### src/rtl/vec_alu_sequencer.sv
// Lane-serial issue controller for the combinational scalar alu: latches one
// packed vector op, steps one lane per clock, and gathers results and flags.
module vec_alu_sequencer #(
    parameter int WIDTH = 3,
    parameter int LANES = 4
) (
    input  logic                         clk,
    input  logic                         rst_n,
    input  logic                         start,
    input  logic [1:0]                   op_code,
    input  logic                         carry_in,
    input  logic [LANES*(WIDTH+1)-1:0]   vec_a,
    input  logic [LANES*(WIDTH+1)-1:0]   vec_b,
    output logic [WIDTH:0]               alu_a,
    output logic [WIDTH:0]               alu_b,
    output logic [1:0]                   alu_op,
    output logic                         alu_ci,
    input  logic [WIDTH:0]               alu_out,
    input  logic                         alu_cero,
    input  logic                         alu_negativo,
    output logic [LANES*(WIDTH+1)-1:0]   vec_out,
    output logic [LANES-1:0]             zero_mask,
    output logic [LANES-1:0]             neg_mask,
    output logic                         busy,
    output logic                         done
);
    localparam int EW    = WIDTH + 1;
    localparam int VW    = LANES * EW;
    localparam int IDX_W = $clog2(LANES);
    localparam logic [IDX_W-1:0] LAST_IDX = IDX_W'(LANES - 1);

    typedef enum logic [1:0] {S_IDLE, S_ISSUE, S_DONE} state_t;

    state_t             r_state;
    state_t             w_state_nxt;
    logic [IDX_W-1:0]   r_idx;
    logic [VW-1:0]      r_a;
    logic [VW-1:0]      r_b;
    logic [1:0]         r_op;
    logic               r_ci;
    logic [VW-1:0]      r_vec_out;
    logic [LANES-1:0]   r_zero;
    logic [LANES-1:0]   r_neg;
    logic [WIDTH:0]     w_lane_a;
    logic [WIDTH:0]     w_lane_b;

    always_ff @(posedge clk or negedge rst_n) begin
        if (!rst_n) begin
            r_state <= S_IDLE;
        end else begin
            r_state <= w_state_nxt;
        end
    end

    always_comb begin
        w_state_nxt = r_state;
        busy        = 1'b0;
        done        = 1'b0;
        case (r_state)
            S_IDLE:  if (start) w_state_nxt = S_ISSUE;
            S_ISSUE: begin
                busy = 1'b1;
                if (r_idx == LAST_IDX) w_state_nxt = S_DONE;
            end
            S_DONE: begin
                done        = 1'b1;
                w_state_nxt = S_IDLE;
            end
            default: w_state_nxt = S_IDLE;
        endcase
    end

    // Lane select from the latched operands; alu sees zeros outside ISSUE.
    always_comb begin
        w_lane_a = '0;
        w_lane_b = '0;
        for (int i = 0; i < LANES; i++) begin
            if (r_idx == IDX_W'(i)) begin
                w_lane_a = r_a[i*EW +: EW];
                w_lane_b = r_b[i*EW +: EW];
            end
        end
        alu_a  = '0;
        alu_b  = '0;
        alu_op = '0;
        alu_ci = 1'b0;
        if (r_state == S_ISSUE) begin
            alu_a  = w_lane_a;
            alu_b  = w_lane_b;
            alu_op = r_op;
            alu_ci = r_ci;
        end
    end

    always_ff @(posedge clk or negedge rst_n) begin
        if (!rst_n) begin
            r_idx     <= '0;
            r_a       <= '0;
            r_b       <= '0;
            r_op      <= '0;
            r_ci      <= 1'b0;
            r_vec_out <= '0;
            r_zero    <= '0;
            r_neg     <= '0;
        end else begin
            case (r_state)
                S_IDLE: begin
                    if (start) begin
                        r_a       <= vec_a;
                        r_b       <= vec_b;
                        r_op      <= op_code;
                        r_ci      <= carry_in;
                        r_vec_out <= '0;
                        r_zero    <= '0;
                        r_neg     <= '0;
                        r_idx     <= '0;
                    end
                end
                S_ISSUE: begin
                    for (int i = 0; i < LANES; i++) begin
                        if (r_idx == IDX_W'(i)) begin
                            r_vec_out[i*EW +: EW] <= alu_out;
                            r_zero[i]             <= alu_cero;
                            r_neg[i]              <= alu_negativo;
                        end
                    end
                    r_idx <= (r_idx == LAST_IDX) ? '0 : r_idx + IDX_W'(1);
                end
                default: ;
            endcase
        end
    end

    assign vec_out   = r_vec_out;
    assign zero_mask = r_zero;
    assign neg_mask  = r_neg;

endmodule

### config.mk
export PLATFORM = sky130hd
export DESIGN_NAME = vec_alu_sequencer
export DESIGN_NICKNAME = d
export VERILOG_FILES = /design/src/rtl/vec_alu_sequencer.sv
export SDC_FILE = /design/constraint.sdc
export NUM_CORES = 1
export LEC_CHECK = 0
export CORE_ASPECT_RATIO = 0.5
export CORE_MARGIN = 4
export CORE_UTILIZATION = 47
export CTS_BUF_LIST = sky130_fd_sc_hd__clkbuf_4 sky130_fd_sc_hd__clkbuf_8 sky130_fd_sc_hd__clkbuf_16
export DETAILED_ROUTE_END_ITERATION = 8
export PLACE_DENSITY = 0.87
export SETUP_SLACK_MARGIN = 0.1
export SLEW_MARGIN = 0
export SYNTH_ARGS = -nofsm -noshare
export SYNTH_HDL_FRONTEND = slang
export SYNTH_SLANG_ARGS = --single-unit
### constraint.sdc
create_clock -name clk -period 2.1 [get_ports clk]
set_input_delay 0.315 -clock clk [delete_from_list [all_inputs] [get_ports clk]]
set_output_delay 0.315 -clock clk [all_outputs]
set_load 0.05 [all_outputs]
Word level (Yosys, flattened, before mapping)

Cells that the tools add are included.

Reductions and logical operators: 10
Add/subtract/negate cells: 1
Equal/unequal tests: 10
Muxes and demuxes: 37

Operators by type and width:

| cell                | number |
|---|---|
| $mux 4              | 15 |
| $pmux 16 s2         | 1 |
| $mux 16             | 1 |
| $pmux 4 s2          | 2 |
| $reduce_and 3->1    | 4 |
| $mux 1              | 11 |
| $mux 2              | 5 |
| $ne 2x2->1 const B  | 5 |
| $pmux 2 s2          | 2 |
| $eq 2x2->1 const B  | 3 |
| $reduce_and 2->1    | 3 |
| $eq 2x1->1 const B  | 2 |
| $logic_not 2->1     | 2 |
| $add 2x1->2 const B | 1 |
| $reduce_bool 2->1   | 1 |

Register bits after elaboration: 63
Bits of input ports: 44
Logic and storage cells: 76
Output and inout port bits: 37

Depth between registers and ports, before layout

Gate-level depths: netlist (run 1).

Depth after elaboration: 6
Depth in mapped cells: 7
Gate-level depth less buffers: 5

Worst setup path before layout (run 1)

OpenSTA, ideal clock, no wires.

Path type: reg2out
Start: reg r_idx[0]
End: out alu_a[0]
Required time: 1.785 ns
Buffers on the path: 1
Setup slack: -0.954 ns
Stages on the path, launching flop included: 7
Arrival: 2.739 ns
Cell sequence: dfrtp_1 > inv_1 > ha_1 > nor2b_1 > clkbuf_1 > a221oi_1 > o41ai_1

Cells in the longest elaborated chain, start to end: 6
Elaborated cells between the ends (all ways): 9
Classes of those cells: eq/ne (3); mux (5); reduce/logical (1)

RTL lines:

| item                     | line | source |
|---|---|---|
| start: declaration       | 36   | `logic [IDX_W-1:0] r_idx;` |
| start signal: assignment | 127  | `r_idx <= (r_idx == LAST_IDX) ? '0 : r_idx + IDX_W'(1);` |
| $logic_not 2->1          | 78   | `if (r_idx == IDX_W'(i)) begin` |
| $mux 4 (3 in a row)      | 78   |  |
| $mux 4 *                 | 78   |  |
| $mux 4 *                 | 87   | `if (r_state == S_ISSUE) begin` |
| end: declaration         | 14   | `output logic [WIDTH:0] alu_a,` |

Every way passes the cells marked *; elsewhere a longest branch is shown, timed or not.

Worst setup path after layout (run 1)

Start: reg r_idx[0]
End: out alu_b[1]

Cells in the longest elaborated chain, start to end: 6
Elaborated cells between the ends (all ways): 9
Classes of those cells: eq/ne (3); mux (5); reduce/logical (1)

RTL lines:

| item                | line | source |
|---|---|---|
| $logic_not 2->1     | 78   |  |
| $mux 4 (3 in a row) | 78   |  |
| $mux 4 *            | 78   |  |
| $mux 4 *            | 87   |  |
| end: declaration    | 15   | `output logic [WIDTH:0] alu_b,` |

Marks and branches as above.

==> results of run 1 <==
power groups by stage:
stage          Sequential [uW]  Clock, uW  Combinational (uW)
2_1_floorplan             2470          0                2310
3_3_place_gp              2060          0                3740
3_5_place_dp              2100          0                3860
4_1_cts                   2130       1500                4410
5_1_grt                   2220       1550                4780
6_report                  2170       1470                4580
cell type report:
cell class              instances  area, um^2
flip-flops and latches         63        1579
multi-input cells             117        1289
fillers                       316        1231
repair buffers                102        1007
clock buffers                  12       260.3
well taps                      73       91.34
clock inverters                 3       42.54
inverters                       3       15.01
worst max-delay path by stage:
stage,to,from,depth (start not counted),slack [ns]
4_1_cts,alu_b[3],r_idx[0],6,-0.14
6_report,alu_b[1],r_idx[0],7,-0.21
3_3_place_gp,alu_a[0],r_idx[0],6,-0.08
2_1_floorplan,alu_a[0],r_idx[0],6,0.06
3_5_place_dp,alu_a[0],r_idx[0],6,-0.23
5_1_grt,alu_b[1],r_idx[0],7,-0.22
repair_timing:
action	4_1_cts	5_1_grt
cloned	0	0
resized for setup	32	5
endpoints found under the setup margin	11	11
pin swaps	3	2
buffers inserted	8	4
critical path: stages (launching register included):
cell and delay (ns):
dfrtp_2 0.45, buf_12 0.14, ha_4 0.17, nor2b_4 0.18
buf_6 0.14, a221oi_4 0.07, o41ai_4 0.29, buf_6 0.21
flip-flops by register name, summed over array words and instances (netlist names):
name / cells
r_ci: 1
r_a: 16
vec_out: 16
r_state: 2
zero_mask: 4
r_b: 16
r_idx: 2
neg_mask: 4
r_op: 2
cells by family (layout without fill, tap and decap cells):
| kind of cell | count (synthesis) | count (layout) | share of synthesized area [%] |
|---|---|---|---|
| buf+inv | 18 | 120 | 3.205 |
| flops | 63 | 63 | 58.52 |
| simple gates | 34 | 34 | 7.849 |
| mux | 35 | 35 | 14.63 |
| fa+ha+maj | 4 | 4 | 1.858 |
| compound gates | 44 | 44 | 13.93 |
per-layer routing:
| metal | share of wire, % | track usage, % | routed length (um) | up-vias |
|---|---|---|---|---|
| li1 | - | - | - | 938 |
| met1 | 41 | 28.84 | 3270 | 1099 |
| met2 | 48 | 37.83 | 3898 | 113 |
| met3 | 7.6 | 7.066 | 608 | 24 |
| met4 | 3.3 | 10.03 | 266 | 0 |
| met5 | 0 | 0 | 0 | - |
synthesized netlist by cell type:
cell / instances / share of area [%]
mux2_2: 35 / 15
o21bai_1: 1 / 0.28
nor2_1: 1 / 0.14
nand3_1: 7 / 1.3
nor3b_2: 1 / 0.46
nand2_1: 2 / 0.28
and3b_1: 4 / 1.3
or3_1: 1 / 0.23
nand2b_1: 1 / 0.23
clkbuf_1: 6 / 0.84
and2_1: 3 / 0.70
buf_1: 2 / 0.28
nor2_2: 3 / 0.70
nor3_1: 1 / 0.19
ha_1: 4 / 1.9
inv_1: 3 / 0.42
buf_2: 3 / 0.56
buf_4: 4 / 1.1
a32o_1: 1 / 0.37
a21oi_1: 1 / 0.19
a22o_1: 24 / 7.8
o31ai_1: 2 / 0.56
dfrtp_1: 63 / 59
o21ai_0: 1 / 0.19
a221oi_1: 7 / 2.3
o41ai_1: 7 / 2.3
nor2b_1: 10 / 2.3
metrics by stage:
stage,area [um^2],hold slack (ns)
finish,4284,0.007445
global route,4284,0.05039
CTS,4240,0.02131
detailed placement,3711,0.3647
global placement,3711,0.3421
floorplan,2829,0.01941
==> impl_metrics.yaml, run 1 <==
outcome:
  violations: "negative setup slack"
  status: "finished with violations"
route:
  via_count: 2174
  drc: 0
  wire_per_inst_um: 21.56
  avgViaCountPerCell: 5.828
  drt_iter0_markers: 186
  routed_wl_mm: 8.043
  drtPass1Iterations: 4
  ant_nets: 0
worst_setup_path:
  worst_ep_required_time_ns: 1.78
  critPathArrivalTime_ns: 1.99
  reg2reg_depth: 6
  r2r-start: "r_idx[0]"
  worstSetupPathType: "reg -> out"
  crit_path_end_kind: "primary output"
  start_kind: "flop"
  rr_endpoint: "vec_out[4]"
  r2r_slack_ns: 0.29
  path_max_fanout: 4
place:
  finalWeightedCongestion: 0.7610
  place_ws_ns: -0.2314
  portBuffers: 80
  placed_cells: 346
  dpl.hpwl_mm: 4.998
power_and_ir_drop:
  p_leak_uw: 0.001835
  switching_share_pct: 42.53
  total_power_uw: 8223
  max-vdd-ir-drop_uv: 1116
  pwr-share-seq_pct: 26.4
  clockPowerShare_pct: 17.9
  p_sw_uw: 3498
  p_per_area_mw_per_mm2: 1920
  comb_power_share_pct: 55.7
  intPower_uw: 4726
final_layout:
  diodes: 0
  final_cell_mix: "clkdlybuf4s50_1 (66), dfrtp_1 (61), mux2_2 (35)"
  utilization_pct: 77.68
  fin_cells: 373
  syn2layout_area_growth_pct: 59.03
  nNetsFinal: 344
  final_common_cell: "clkdlybuf4s50_1"
  drive_gt1_share_pct: 38.67
grt:
  globalRouteOverflowTotal: 0
  grt_pass1_wl_mm: 11.97
  grt_max_degree: 39
  grt_usage_pct: 22.98
  antenna_found_initial: 0
  grt_pass1_vias: 2263
timing:
  worstMarginPinSlew_ns: 0.6181
  fmax_mhz: 433.1
  rsz0062_at_grt: "true"
  post-route-period-util_pct: 109.9
  setup_slack_ns: -0.2089
  min_period_ns: 2.309
  slew_viol_final: 0
  hold_violations: 0
  maxSlewHeadroom_pct: 58.79
  setup_viol: 8
  clock_skew_ns: 0.003627
  tns_ns: -1.261
logic_synthesis:
  ys_warn_count: 0
  synth_nets: 246
  syn_inst: 198
  synth.distinct_cells: 27
  ys_seq_elements: 63
  synth-seq-area-share_pct: 58.52
  synth_area_mm2: 0.002694
  synth.avg_cell_area_um2: 13.61
cts:
  clk-insertion-delay-late_ns: 0.32
  cts_buffers: 9
  htree_levels: 3
  cts-hold-fix-buffers: 0
  cts_root_buf: "clkbuf_16"
  cts_tree: "done"
  max-clock-path-buffers: 2
  path_clk_slew_ns: 0.05
  cts_sinks: 63
floorplan:
  coreArea_mm2: 0.005515
  io_pins: 81
  rows: 19
  die_w_um: 115.1
  initial_core_util_pct: 48.84
  die_h_um: 61.54
  dieArea_mm2: 0.007081
worst_hold_path:
  worst_hold_path_type: "in -> async"
flow_run:
  cap_violations: 0
Power figures use the tool's default switching activity.
==> run 2: changes to the inputs <==
ABC_AREA = 0   (was unset)
CELL_PAD_IN_SITES_DETAIL_PLACEMENT = 0   (was unset)
CELL_PAD_IN_SITES_GLOBAL_PLACEMENT = 1   (was unset)
CORE_UTILIZATION = 37   (was 47)
PLACE_DENSITY = 0.86   (was 0.87)
==> impl_metrics.yaml, run 2 (same netlist as run 1, synthesis figures left out) <==
worst_setup_path:
  worstSetupStartpoint: "r_idx[0]"
  crit_path_end_kind: "primary output"
  reg2reg_depth: 5
  r2r_slack_ns: 0.35
  critPathCapture: "alu_b[0]"
  critPathArrivalTime_ns: 1.85
  path_max_fanout: 4
  rr_endpoint: "neg_mask[3]"
  worstSetupPathType: "reg -> out"
  start_kind: "flop"
  worst_ep_required_time_ns: 1.78
  r2r-start: "r_idx[0]"
grt:
  grt_most_used_layer: "met2"
  grt_pass1_vias: 2178
  globalRouteOverflowTotal: 0
  antenna_found_initial: 0
  grt_max_degree: 39
  grt_pass1_wl_mm: 11.87
  grt_use_met1_pct: 22.71
  met2_usage_pct: 29.51
  grt_usage_pct: 18.12
  use_met3_pct: 5.924
outcome:
  status: "finished with violations"
  violations: "negative setup slack"
route:
  wire_per_inst_um: 18.62
  avgViaCountPerCell: 5.271
  drtPass1Iterations: 4
  drt_iter0_markers: 127
  drc: 0
  routed_wl_mm: 7.281
  ant_nets: 0
  via_count: 2061
cts:
  cts_sinks: 63
  max-clock-path-buffers: 2
  clk-insertion-delay-late_ns: 0.33
  htree_levels: 3
  path_clk_slew_ns: 0.05
  cts_root_buf: "clkbuf_16"
  cts_buffers: 9
  cts_tree: "done"
  cts-hold-fix-buffers: 0
final_layout:
  final_common_cell: "clkdlybuf4s50_1"
  nNetsFinal: 343
  nFillCells: 503
  diodes: 0
  syn2layout_area_growth_pct: 62.61
  drive_gt1_share_pct: 38.46
  final_cell_mix: "clkdlybuf4s50_1 (66), dfrtp_1 (61), mux2_2 (35)"
power_and_ir_drop:
  p_per_area_mw_per_mm2: 1875
  pwr-share-seq_pct: 26.5
  total_power_uw: 8214
  clockPowerShare_pct: 17.0
  intPower_uw: 4779
  switching_share_pct: 41.82
  max-vdd-ir-drop_uv: 680.6
  comb_power_share_pct: 56.5
  p_sw_uw: 3435
  p_leak_uw: 0.001854
place:
  dpl.hpwl_mm: 4.926
  place_ws_ns: -0.1112
  portBuffers: 80
  finalWeightedCongestion: 0.7532
timing:
  worstMarginPinSlew_ns: 0.6453
  min_period_ns: 2.169
  post-route-period-util_pct: 103.3
  clock_skew_ns: 0.005119
  hold_violations: 0
  setup_viol: 8
  rsz0062_at_grt: "true"
  slew_viol_final: 0
  setup_slack_ns: -0.06934
  fmax_mhz: 461.0
  maxSlewHeadroom_pct: 56.98
floorplan:
  initial_core_util_pct: 39.13
  dieArea_mm2: 0.008793
  die_h_um: 68.34
  coreArea_mm2: 0.006884
  rows: 21
  io_pins: 81
  die_w_um: 128.7
flow_run:
  cap_violations: 0
worst_hold_path:
  worst_hold_path_type: "in -> async"
-- run 2: cell types whose count changed in the layout (fill, tap and decap cells not counted), moves of 2 or more --
cell and delta:
buf_6 +2, buf_4 -5, a221oi_4 +5, buf_12 +3, a221oi_2 -5, clkbuf_4 +2
-- run 2: cell type report --
cell class	count	area, um^2	area share (%)
sequential	63	1579	36.05
tap	92	115.1	2.628
multi-input combinational	117	1343	30.65
inverter	3	17.52	0.3999
timing repair buffer	101	1037	23.68
clock buffer	15	289.0	6.598
-- run 2: stage by stage --
step	setup TNS [ns]	cell area [um^2]	cells	util, %	hold WS [ns]
floorplan	0	2829	198	-	0.01941
global placement	-0.1782	3755	366	54.54	0.3719
detailed placement	-0.4434	3755	366	54.54	0.3751
CTS	-0.3720	4329	388	62.89	0.02622
global route	-0.8555	4380	391	63.63	0.05511
finish	-0.3776	4380	391	63.63	0.01246
-- run 2: how the worst min path moves through the flow --
stage / endpoint / slack [ns] / cells past startpoint
5_1_grt: r_b[3] / 0.06 / 1
6_report: r_b[7] / 0.01 / 1
3_3_place_gp: r_b[10] / 0.37 / 1
4_1_cts: r_b[10] / 0.03 / 1
2_1_floorplan: neg_mask[0] / 0.02 / 0
3_5_place_dp: r_b[10] / 0.38 / 1
-- run 2: power groups by stage --
stage | Sequential, uW | Combinational (uW) | Clock, uW
floorplan | 2470 | 2310 | 0
global placement | 2060 | 3780 | 0
detailed placement | 2090 | 3870 | 0
CTS | 2160 | 4520 | 1430
global route | 2240 | 4900 | 1490
finish | 2180 | 4640 | 1400
-- run 2: metal layers --
metal | part of all wire (%) | routed length, um
met3 | 6.5 | 470
met2 | 47 | 3458
met4 | 1.2 | 89
met5 | 0 | 0
met1 | 45 | 3263
-- run 2: worst max-delay path, stage by stage, from the launching register on --
cell and delay [ns]:
dfrtp_2 0.46, inv_4 0.10, ha_4 0.13, nor2b_4 0.15
buf_6 0.16, a221oi_4 0.08, o41ai_4 0.24, buf_6 0.21
-- run 2: repair_timing --
item | 4_1_cts | 5_1_grt
gates resized for setup | 39 | 5
pin swaps | 2 | 2
gates cloned | 1 | 0
setup buffers | 6 | 3
setup endpoints to repair | 12 | 11
